$ cat src/rtl/aux_uart_pkg.sv
// Shared definitions for the aux UART transmitter and receiver.
// Frame shape (8N1) and the bit-level state encoding live here.
package aux_uart_pkg;

  localparam int unsigned DATA_BITS = 8;
  localparam int unsigned STOP_BITS = 1;

  typedef enum logic [1:0] {
    IDLE,
    START,
    DATA,
    STOP
  } uart_state_e;

endpackage

$ cat src/rtl/aux_uart_fifo.sv
// Small synchronous FIFO with a registered occupancy count.
// Read data is the current head entry and needs no pop to appear.
module aux_uart_fifo #(
  parameter int unsigned WIDTH = 8,
  parameter int unsigned DEPTH = 4
) (
  input  logic                   clk,
  input  logic                   reset,
  input  logic                   push,
  input  logic [WIDTH-1:0]       push_data,
  input  logic                   pop,
  output logic [WIDTH-1:0]       pop_data,
  output logic [$clog2(DEPTH):0] count
);

  localparam int unsigned PW = $clog2(DEPTH);

  if ((DEPTH < 2) || ((DEPTH & (DEPTH - 1)) != 0)) begin : gen_depth_check
    $error("aux_uart_fifo: DEPTH must be a power of two and at least 2");
  end

  logic [WIDTH-1:0] mem_q [DEPTH];
  logic [PW-1:0]    wr_ptr_q;
  logic [PW-1:0]    rd_ptr_q;
  logic [PW:0]      count_q;
  logic             do_push;
  logic             do_pop;

  assign do_push  = push && (count_q != (PW + 1)'(DEPTH));
  assign do_pop   = pop && (count_q != '0);
  assign pop_data = mem_q[rd_ptr_q];
  assign count    = count_q;

  // Pointers wrap naturally because DEPTH is a power of two.
  always_ff @(posedge clk) begin
    if (reset) begin
      wr_ptr_q <= '0;
      rd_ptr_q <= '0;
      count_q  <= '0;
    end else begin
      if (do_push) wr_ptr_q <= wr_ptr_q + 1'b1;
      if (do_pop) rd_ptr_q <= rd_ptr_q + 1'b1;
      if (do_push && !do_pop) begin
        count_q <= count_q + 1'b1;
      end else if (do_pop && !do_push) begin
        count_q <= count_q - 1'b1;
      end
    end
  end

  always_ff @(posedge clk) begin
    if (do_push) mem_q[wr_ptr_q] <= push_data;
  end

endmodule

$ cat src/rtl/aux_uart_tx.sv
// Buffered 8N1 UART transmitter: bytes queue in a FIFO and are shifted out LSB first.
// tx is registered from the current state, so the line lags the FSM by one clock.
module aux_uart_tx
  import aux_uart_pkg::*;
#(
  parameter int unsigned CLK_FREQUENCY = 50000000,
  parameter int unsigned BAUD_RATE     = 115200,
  parameter int unsigned FIFO_DEPTH    = 4
) (
  input  logic                        clk,
  input  logic                        reset,
  input  logic                        in_valid,
  input  logic [7:0]                  in_data,
  output logic                        in_ready,
  output logic                        tx,
  output logic                        busy,
  output logic [$clog2(FIFO_DEPTH):0] fifo_count
);

  localparam int unsigned DIV = CLK_FREQUENCY / BAUD_RATE;
  localparam int unsigned CW  = (DIV > 1) ? $clog2(DIV) : 1;
  localparam int unsigned IW  = $clog2(DATA_BITS);
  localparam logic [CW-1:0] BAUD_LAST = CW'(DIV - 1);
  localparam logic [IW-1:0] IDX_LAST  = IW'(DATA_BITS - 1);

  if (DIV < 2) begin : gen_div_check
    $error("aux_uart_tx: CLK_FREQUENCY / BAUD_RATE must be at least 2");
  end

  uart_state_e          state_q, state_d;
  logic [CW-1:0]        baud_q, baud_d;
  logic [IW-1:0]        idx_q, idx_d;
  logic [DATA_BITS-1:0] shift_q, shift_d;
  logic                 tx_q, tx_d;
  logic                 push;
  logic                 pop;
  logic                 fifo_empty;
  logic                 baud_last;
  logic [DATA_BITS-1:0] fifo_data;

  assign in_ready   = (fifo_count != ($clog2(FIFO_DEPTH) + 1)'(FIFO_DEPTH));
  assign push       = in_valid && in_ready;
  assign fifo_empty = (fifo_count == '0);
  assign baud_last  = (baud_q == BAUD_LAST);
  assign tx         = tx_q;

  aux_uart_fifo #(
    .WIDTH(DATA_BITS),
    .DEPTH(FIFO_DEPTH)
  ) u_fifo (
    .clk      (clk),
    .reset    (reset),
    .push     (push),
    .push_data(in_data),
    .pop      (pop),
    .pop_data (fifo_data),
    .count    (fifo_count)
  );

  always_ff @(posedge clk) begin
    if (reset) begin
      state_q <= IDLE;
      baud_q  <= '0;
      idx_q   <= '0;
      shift_q <= '0;
      tx_q    <= 1'b1;
    end else begin
      state_q <= state_d;
      baud_q  <= baud_d;
      idx_q   <= idx_d;
      shift_q <= shift_d;
      tx_q    <= tx_d;
    end
  end

  always_comb begin
    state_d = state_q;
    baud_d  = baud_q;
    idx_d   = idx_q;
    shift_d = shift_q;
    pop     = 1'b0;
    unique case (state_q)
      IDLE: begin
        if (!fifo_empty) begin
          pop     = 1'b1;
          shift_d = fifo_data;
          baud_d  = '0;
          state_d = START;
        end
      end
      START: begin
        if (baud_last) begin
          baud_d  = '0;
          idx_d   = '0;
          state_d = DATA;
        end else begin
          baud_d = baud_q + 1'b1;
        end
      end
      DATA: begin
        if (baud_last) begin
          baud_d = '0;
          if (idx_q == IDX_LAST) begin
            state_d = STOP;
          end else begin
            idx_d = idx_q + 1'b1;
          end
        end else begin
          baud_d = baud_q + 1'b1;
        end
      end
      STOP: begin
        // Chain straight into the next start bit when more data is waiting.
        if (baud_last) begin
          baud_d = '0;
          if (!fifo_empty) begin
            pop     = 1'b1;
            shift_d = fifo_data;
            state_d = START;
          end else begin
            state_d = IDLE;
          end
        end else begin
          baud_d = baud_q + 1'b1;
        end
      end
      default: state_d = IDLE;
    endcase
  end

  always_comb begin
    tx_d = 1'b1;
    busy = (state_q != IDLE) || !fifo_empty;
    unique case (state_q)
      START:   tx_d = 1'b0;
      DATA:    tx_d = shift_q[idx_q];
      default: tx_d = 1'b1;
    endcase
  end

endmodule

$ cat config.mk
export PLATFORM = sky130hd
export DESIGN_NAME = aux_uart_tx
export DESIGN_NICKNAME = d
export VERILOG_FILES = /design/src/rtl/aux_uart_pkg.sv /design/src/rtl/aux_uart_fifo.sv /design/src/rtl/aux_uart_tx.sv
export SDC_FILE = /design/constraint.sdc
export NUM_CORES = 1
export LEC_CHECK = 0
export ABC_AREA = 1
export CAP_MARGIN = 20
export CELL_PAD_IN_SITES_DETAIL_PLACEMENT = 1
export CELL_PAD_IN_SITES_GLOBAL_PLACEMENT = 1
export CORE_MARGIN = 10
export CORE_UTILIZATION = 41
export CTS_CLUSTER_DIAMETER = 200
export DETAILED_ROUTE_END_ITERATION = 12
export PLACE_DENSITY_LB_ADDON = 0.12
export SLEW_MARGIN = 20
export SYNTH_ARGS = -nofsm -noshare
export SYNTH_HDL_FRONTEND = slang
export SYNTH_SLANG_ARGS = --single-unit
$ cat constraint.sdc
create_clock -name clk -period 1.95 [get_ports clk]
set_input_delay 0.39 -clock clk [delete_from_list [all_inputs] [get_ports clk]]
set_output_delay 0.39 -clock clk [all_outputs]
set_load 0.01 [all_outputs]
; ---- Word level (Yosys, flattened, before mapping)
; Memory sizes are Yosys's and may differ from the RTL's. A register that Yosys moved wholly into a read port is not among the register bits.
; Cells that the tools add are included.
[totals]
reg_bits = 30
ram_bits = 32
in_bits = 11
output_inout_bits = 6
wordCells = 77
n_memories = 1
[memory_table]
columns = name, words, width, rd, rd_ports_with_merged_regs, write_ports, line
row1 = u_fifo.mem_q, 4, 8, 1, 1, 1, aux_uart_fifo.sv:22  ; logic [WIDTH-1:0] mem_q [DEPTH];
[op_classes]
addsub = 6
magnitude_cmp = 1
n_eq_ne = 12
n_mux = 29
n_reduce_logical = 20
[ops]
columns = operator, count
row1 = two-way mux 9 bit, 2
row2 = case mux 9 bit (2 select lines), 1
row3 = two-way mux 8 bit, 2
row4 = case mux 8 bit (2 select lines), 1
row5 = two-way mux 3 bit, 5
row6 = two-way mux 2 bit, 7
row7 = "inequality test 2 bit, second input constant", 6
row8 = "adder 9 x 1 -> 9 bit, second input constant", 1
row9 = "equality test 9 bit, second input constant", 1
row10 = case mux 2 bit (4 select lines), 1
row11 = nonzero test 2 bit, 4
row12 = "adder 3 x 1 -> 3 bit, second input constant", 2
row13 = two-way mux 1 bit, 6
row14 = case mux 3 bit (2 select lines), 1
row15 = logical AND 1 bit, 5
row16 = AND reduction 5 bit, 1
row17 = "adder 2 x 1 -> 2 bit, second input constant", 2
row18 = "equality test 2 bit, second input constant", 2
row19 = "less-than comparator 3 x 4 -> 1 bit, second input constant", 1
row20 = case mux 1 bit (2 select lines), 2
row21 = AND reduction 4 bit, 1
row22 = binary-select mux 1 bit (select 3 bit), 1
row23 = "equality test 3 bit, second input constant", 1
row24 = zero test 1 bit, 3
row25 = 9 further kinds, 9

; ---- Depth between registers and ports, before layout
; Gate-level depths: netlist (run 1).
[depth]
ltp_word = 8
depth_mapped = 14
mapped_depth_nobuf = 14

; ---- By module
; A second synthesis (run 1) with hierarchy kept.
[hier_totals]
cells_unflattened = 348
area_unflattened_um2 = 3075.4
[by_module_without_submodules]
columns = mod, instances, cells_per_inst, area_each_um2, seq_area_each_um2
row1 = aux_uart_fifo, 1, 144, 1675.4, 1141.1
row2 = aux_uart_tx, 1, 204, 1400.1, 460.4

; ---- Least setup slack after synthesis (run 1)
; Ideal clock, no wire load.
[synth_timing]
path_type = reg2reg
startpoint = register state_q[0]
endpoint = register u_fifo.count_q[2], in the netlist u_fifo.count[2]
setup_ns = 0.122
arrival_ns = 2.042
required_ns = 1.828
path_slack_ns = -0.214
path_stages_with_launch = 14
n_path_buf = 0
synth_period_minus_slack_ns = 2.164
path_cell_list = dfxtp_1 > inv_1 > ha_1 > inv_1 > nand2_1 > nor2_1 > nand2_1 > ha_1 > inv_1 > fa_1 > a21oi_1 > o21ai_0 > o21ai_0 > a21oi_1
[synth_via]
elab_chain_cells = 6
word_cells_on_any_way = 9
cone_classes = 1 x eq/ne / 2 x mux / 6 x reduce/logical
[synth_lines]
columns = item, line
row1 = "start, declared", aux_uart_tx.sv:30  ; uart_state_e state_q, state_d;
row2 = "start signal, assigned", aux_uart_tx.sv:68  ; state_q <= state_d;
row3 = equality test 2 bit / zero test 2 bit (equally long branches), aux_uart_tx.sv:82  ; unique case (state_q)
row4 = case mux 1 bit (2 select lines) *, aux_uart_tx.sv:82
row5 = logical AND 1 bit *, aux_uart_fifo.sv:30  ; assign do_pop = pop && (count_q != '0);
row6 = zero test 1 bit, aux_uart_fifo.sv:43  ; if (do_push && !do_pop) begin
row7 = logical AND 1 bit, aux_uart_fifo.sv:43
row8 = two-way mux 3 bit / nonzero test 2 bit (equally long branches), -
row9 = "end signal, assigned", aux_uart_fifo.sv:44  ; count_q <= count_q + 1'b1;
row10 = "end signal, assigned", aux_uart_fifo.sv:46  ; count_q <= count_q - 1'b1;
row11 = "end, declared", aux_uart_fifo.sv:25  ; logic [PW:0] count_q;
; Every way passes the cells marked *; elsewhere a longest branch is shown, timed or not.
; A chain may end at the register's enable or synchronous reset.

; ---- Final worst setup path (run 1)
[layout_timing]
startpoint = register state_q[1]
endpoint = register u_fifo.count_q[2], in the netlist u_fifo.count[2]
; Same word-level chain as after synthesis.

==> results.sh, run 1 <==
export IMPL_dp_cells=495
export IMPL_finalWirelength_um=6850
export IMPL_drc_errors=0
export IMPL_vdd_drop_max_uv=449
export IMPL_arrival_ns=2.14
export IMPL_dr_total_vias=2398
export IMPL_gr_usage_met2_pct=22.4
export IMPL_status="completed"
export IMPL_hpwlAfterDp_um=5000
export IMPL_initialDrtViolationCount=38
export IMPL_hold_buffers=0
export IMPL_cts_buffer_depth=2
export IMPL_wl_per_cell_um=13.4
export IMPL_grt_use_met1_pct=14.4
export IMPL_critical_path_class="reg2reg"
export IMPL_die_h_um=106
export IMPL_ys_seq_area_share_pct=52.8
export IMPL_fin_crit_sh_pct=97.6
export IMPL_coreArea_um2=7210
export IMPL_p_leak_uw=0.00161
export IMPL_fin_crit_ns=1.90
export IMPL_top_usage_layer="met2"
export IMPL_endpoint_kind="flop"
export IMPL_areaGrowthSynthToFinish_pct=22.8
export IMPL_path_max_fanout=4
export IMPL_numCtsBuffers=9
export IMPL_antenna_found_initial=0
export IMPL_ant_nets=0
export IMPL_fin_nets=434
export IMPL_syn_area_um2=3040
export IMPL_skew_ns=0.00776
export IMPL_cap_violations=0
export IMPL_synth_top_cell_area_share_pct=31.7
export IMPL_tightest_slew_ns=0.340
export IMPL_cts_tree="yes"
export IMPL_clk_latency_ns=0.34
export IMPL_grt_met3_usage_pct=2.90
export IMPL_syn_nets=385
export IMPL_path_clk_slew_ns=0.07
export IMPL_h_tree_depth=3
export IMPL_design_die_area_um2=11200
export IMPL_min_path_type="reg2reg"
export IMPL_hold_violations=0
export IMPL_drt_pass1_iterations=4
export IMPL_reg2reg_to="u_fifo.count[2]$_SDFFE_PP0P_"
export IMPL_grt_pass1_wl_um=11600
export IMPL_cellPowerDensity_nw_per_um2=1320
export IMPL_finalHoldWorstSlack_ns=0.492
export IMPL_gp_congestion=0.816
export IMPL_io_buffer_count=16
export IMPL_die_w_um=106
export IMPL_drv_slew=0
export IMPL_n_antenna_cell=0
export IMPL_min_from="shift_q[0]$_SDFFE_PP0P_"
export IMPL_crit_path_start_kind="flop"
export IMPL_layout_drive_gt1_share_pct=17.2
export IMPL_io_pins=17
export IMPL_grt_pass1_vias=2472
export IMPL_setup_violations=0
export IMPL_hold_path_end="shift_q[0]$_SDFFE_PP0P_"
export IMPL_r2r_setup_slack_ns=0.05
export IMPL_ys_ff_latch=64
export IMPL_r2r_cells=13
export IMPL_yosysWarnings=0
export IMPL_initial_core_util_pct=42.1
export IMPL_synth_top_cells_by_count="nand2_1 (95), inv_1 (47), nor2_1 (46)"
export IMPL_relSlewSlack_pct=77.3
export IMPL_finalNonFillerCells=512
export IMPL_grt_max_degree=25
export IMPL_grt_remaining_overflow=0
export IMPL_async_flop_share_pct=0
export IMPL_viasPerCell=4.68
export IMPL_synth_cell_types=31
export IMPL_reg2reg_from="state_q[1]$_SDFFE_PP0P_"
export IMPL_synth_most_common_cell="nand2_1"
export IMPL_ys_flop_type="edfxtp_1"
export IMPL_required_ns=2.19
export IMPL_syn_avg_cell_area_um2=8.46
export IMPL_synth_area_leaders="edfxtp_1 (32%), dfxtp_1 (21%), nand2_1 (12%), inv_1 (5.8%), ha_1 (5.8%)"
export IMPL_synth_edf_count=32
export IMPL_root_buffer="clkbuf_8"
export IMPL_setup_tns_ns=0
export IMPL_grt_total_usage_pct=12.8
export IMPL_rsz0062_at_grt="true"
export IMPL_numClockSinks=64
export IMPL_timing_fmax_mhz=526
export IMPL_syn_inst=359
export IMPL_rows=31
export IMPL_hold_depth=2
export IMPL_yosysTopAreaCell="edfxtp_1"
sequential cells by signal (all words and copies together) (netlist names), named ones only:
name,flops
state_q,2
baud_q,9
tx,1
shift_q,8
u_fifo.wr_ptr_q,2
u_fifo.rd_ptr_q,2
u_fifo.mem_q,32
idx_q,3
u_fifo.count,3
repair_timing:
| item | 4_1_cts | 5_1_grt |
|---|---|---|
| setup buffers | 0 | 1 |
| endpoints found under the setup margin | 3 | 3 |
| pin swaps | 3 | 1 |
| gates resized for setup | 4 | 6 |
metrics by stage:
step | total power (uW) | area (um2) | utilization [%] | setup WS (ns)
after floorplan | 3080 | 3060 | - | -0.0128
after global placement | 3820 | 3520 | 48.8 | -0.0424
after global routing | 5340 | 3730 | 51.6 | -0.0801
final | 4930 | 3730 | 51.6 | 0.0471
after CTS | 4900 | 3700 | 51.3 | 0.0240
after detailed placement | 3890 | 3520 | 48.8 | -0.119
worst max-delay path: stages (launching register included):
cell,delay (ns)
dfxtp_4,0.37
inv_2,0.05
ha_4,0.26
inv_2,0.03
nand2_2,0.07
nor2_4,0.05
nand2_4,0.08
ha_4,0.12
inv_2,0.04
fa_2,0.34
a21oi_2,0.12
o21ai_1,0.09
o21ai_1,0.12
a21oi_1,0.05
layout make-up:
type | count | area [um2]
fillers | 905 | 3490
flip-flops and latches | 64 | 1610
multi-input cells | 240 | 1280
repair buffers | 44 | 372
inverters | 49 | 184
clock buffers | 10 | 128
well taps | 99 | 124
clock inverters | 6 | 36.3
placed cells by master (no fill, tap or decap), types with 2 or more instances in the layout:
cell              n
o21ai_1          10
nand2_2           3
clkbuf_8          9
clkinvlp_4        3
nand4_1           2
edfxtp_1         32
o21ai_0          17
clkdlybuf4s50_1  14
o21bai_1          2
dfxtp_1          30
nor2_1           45
nand2_1          93
nand2_4           3
nor2_4            3
nand3_1          13
nand3b_1          2
ha_4              2
inv_1            43
o21ai_2           2
inv_2             6
or2_2             2
clkinv_2          2
buf_4            28
nor2_2            2
ha_1             12
a21oi_1          17
worst max path at each step:
| stage | startpoint | end | slack (ns) |
|---|---|---|---|
| after floorplan | baud_q[1]$_SDFFE_PP0P_ | u_fifo.count[2]$_SDFFE_PP0P_ | -0.01 |
| after global placement | in_valid | u_fifo.count[2]$_SDFFE_PP0P_ | -0.04 |
| after detailed placement | in_valid | u_fifo.count[2]$_SDFFE_PP0P_ | -0.12 |
| after CTS | state_q[0]$_SDFFE_PP0P_ | u_fifo.count[1]$_SDFFE_PP0P_ | 0.02 |
| after global routing | state_q[0]$_SDFFE_PP0P_ | u_fifo.count[2]$_SDFFE_PP0P_ | -0.08 |
| final | state_q[1]$_SDFFE_PP0P_ | u_fifo.count[2]$_SDFFE_PP0P_ | 0.05 |
routing by layer:
metal  part of all wire, %  vias up  wire length, um
li1                      -     1252                -
met4                   2.2        0              153
met1                    46     1105             3130
met3                   2.5       18              174
met2                    50       23             3390
met5                     0        -                0
cell families after synthesis:
kind of cell | share of synthesized area (%)
xor gates and xnor gates | 0.289
DFF | 52.8
buffers and inverters | 6.92
and+or+nand+nor | 23.7
AOI/OAI and AO/OA | 9.89
adders and majority gates | 6.43
where the power goes:
group	internal, uW	leakage, uW	switching (uW)
Sequential	1660	0.000556	119
Combinational	898	0.000979	1280
Clock	452	0.0000757	523
Total	3010	0.00161	1920
Note: power is estimated with default switching activity, not from simulation.
==> inputs of run 2 (changes only) <==
ABC_CLOCK_PERIOD_IN_PS = 1950   (was unset)
GPL_ROUTABILITY_DRIVEN = 0   (was unset)
==> results of run 2 <==
No change in the layout: final DEF, timing and power equal those of run 1.
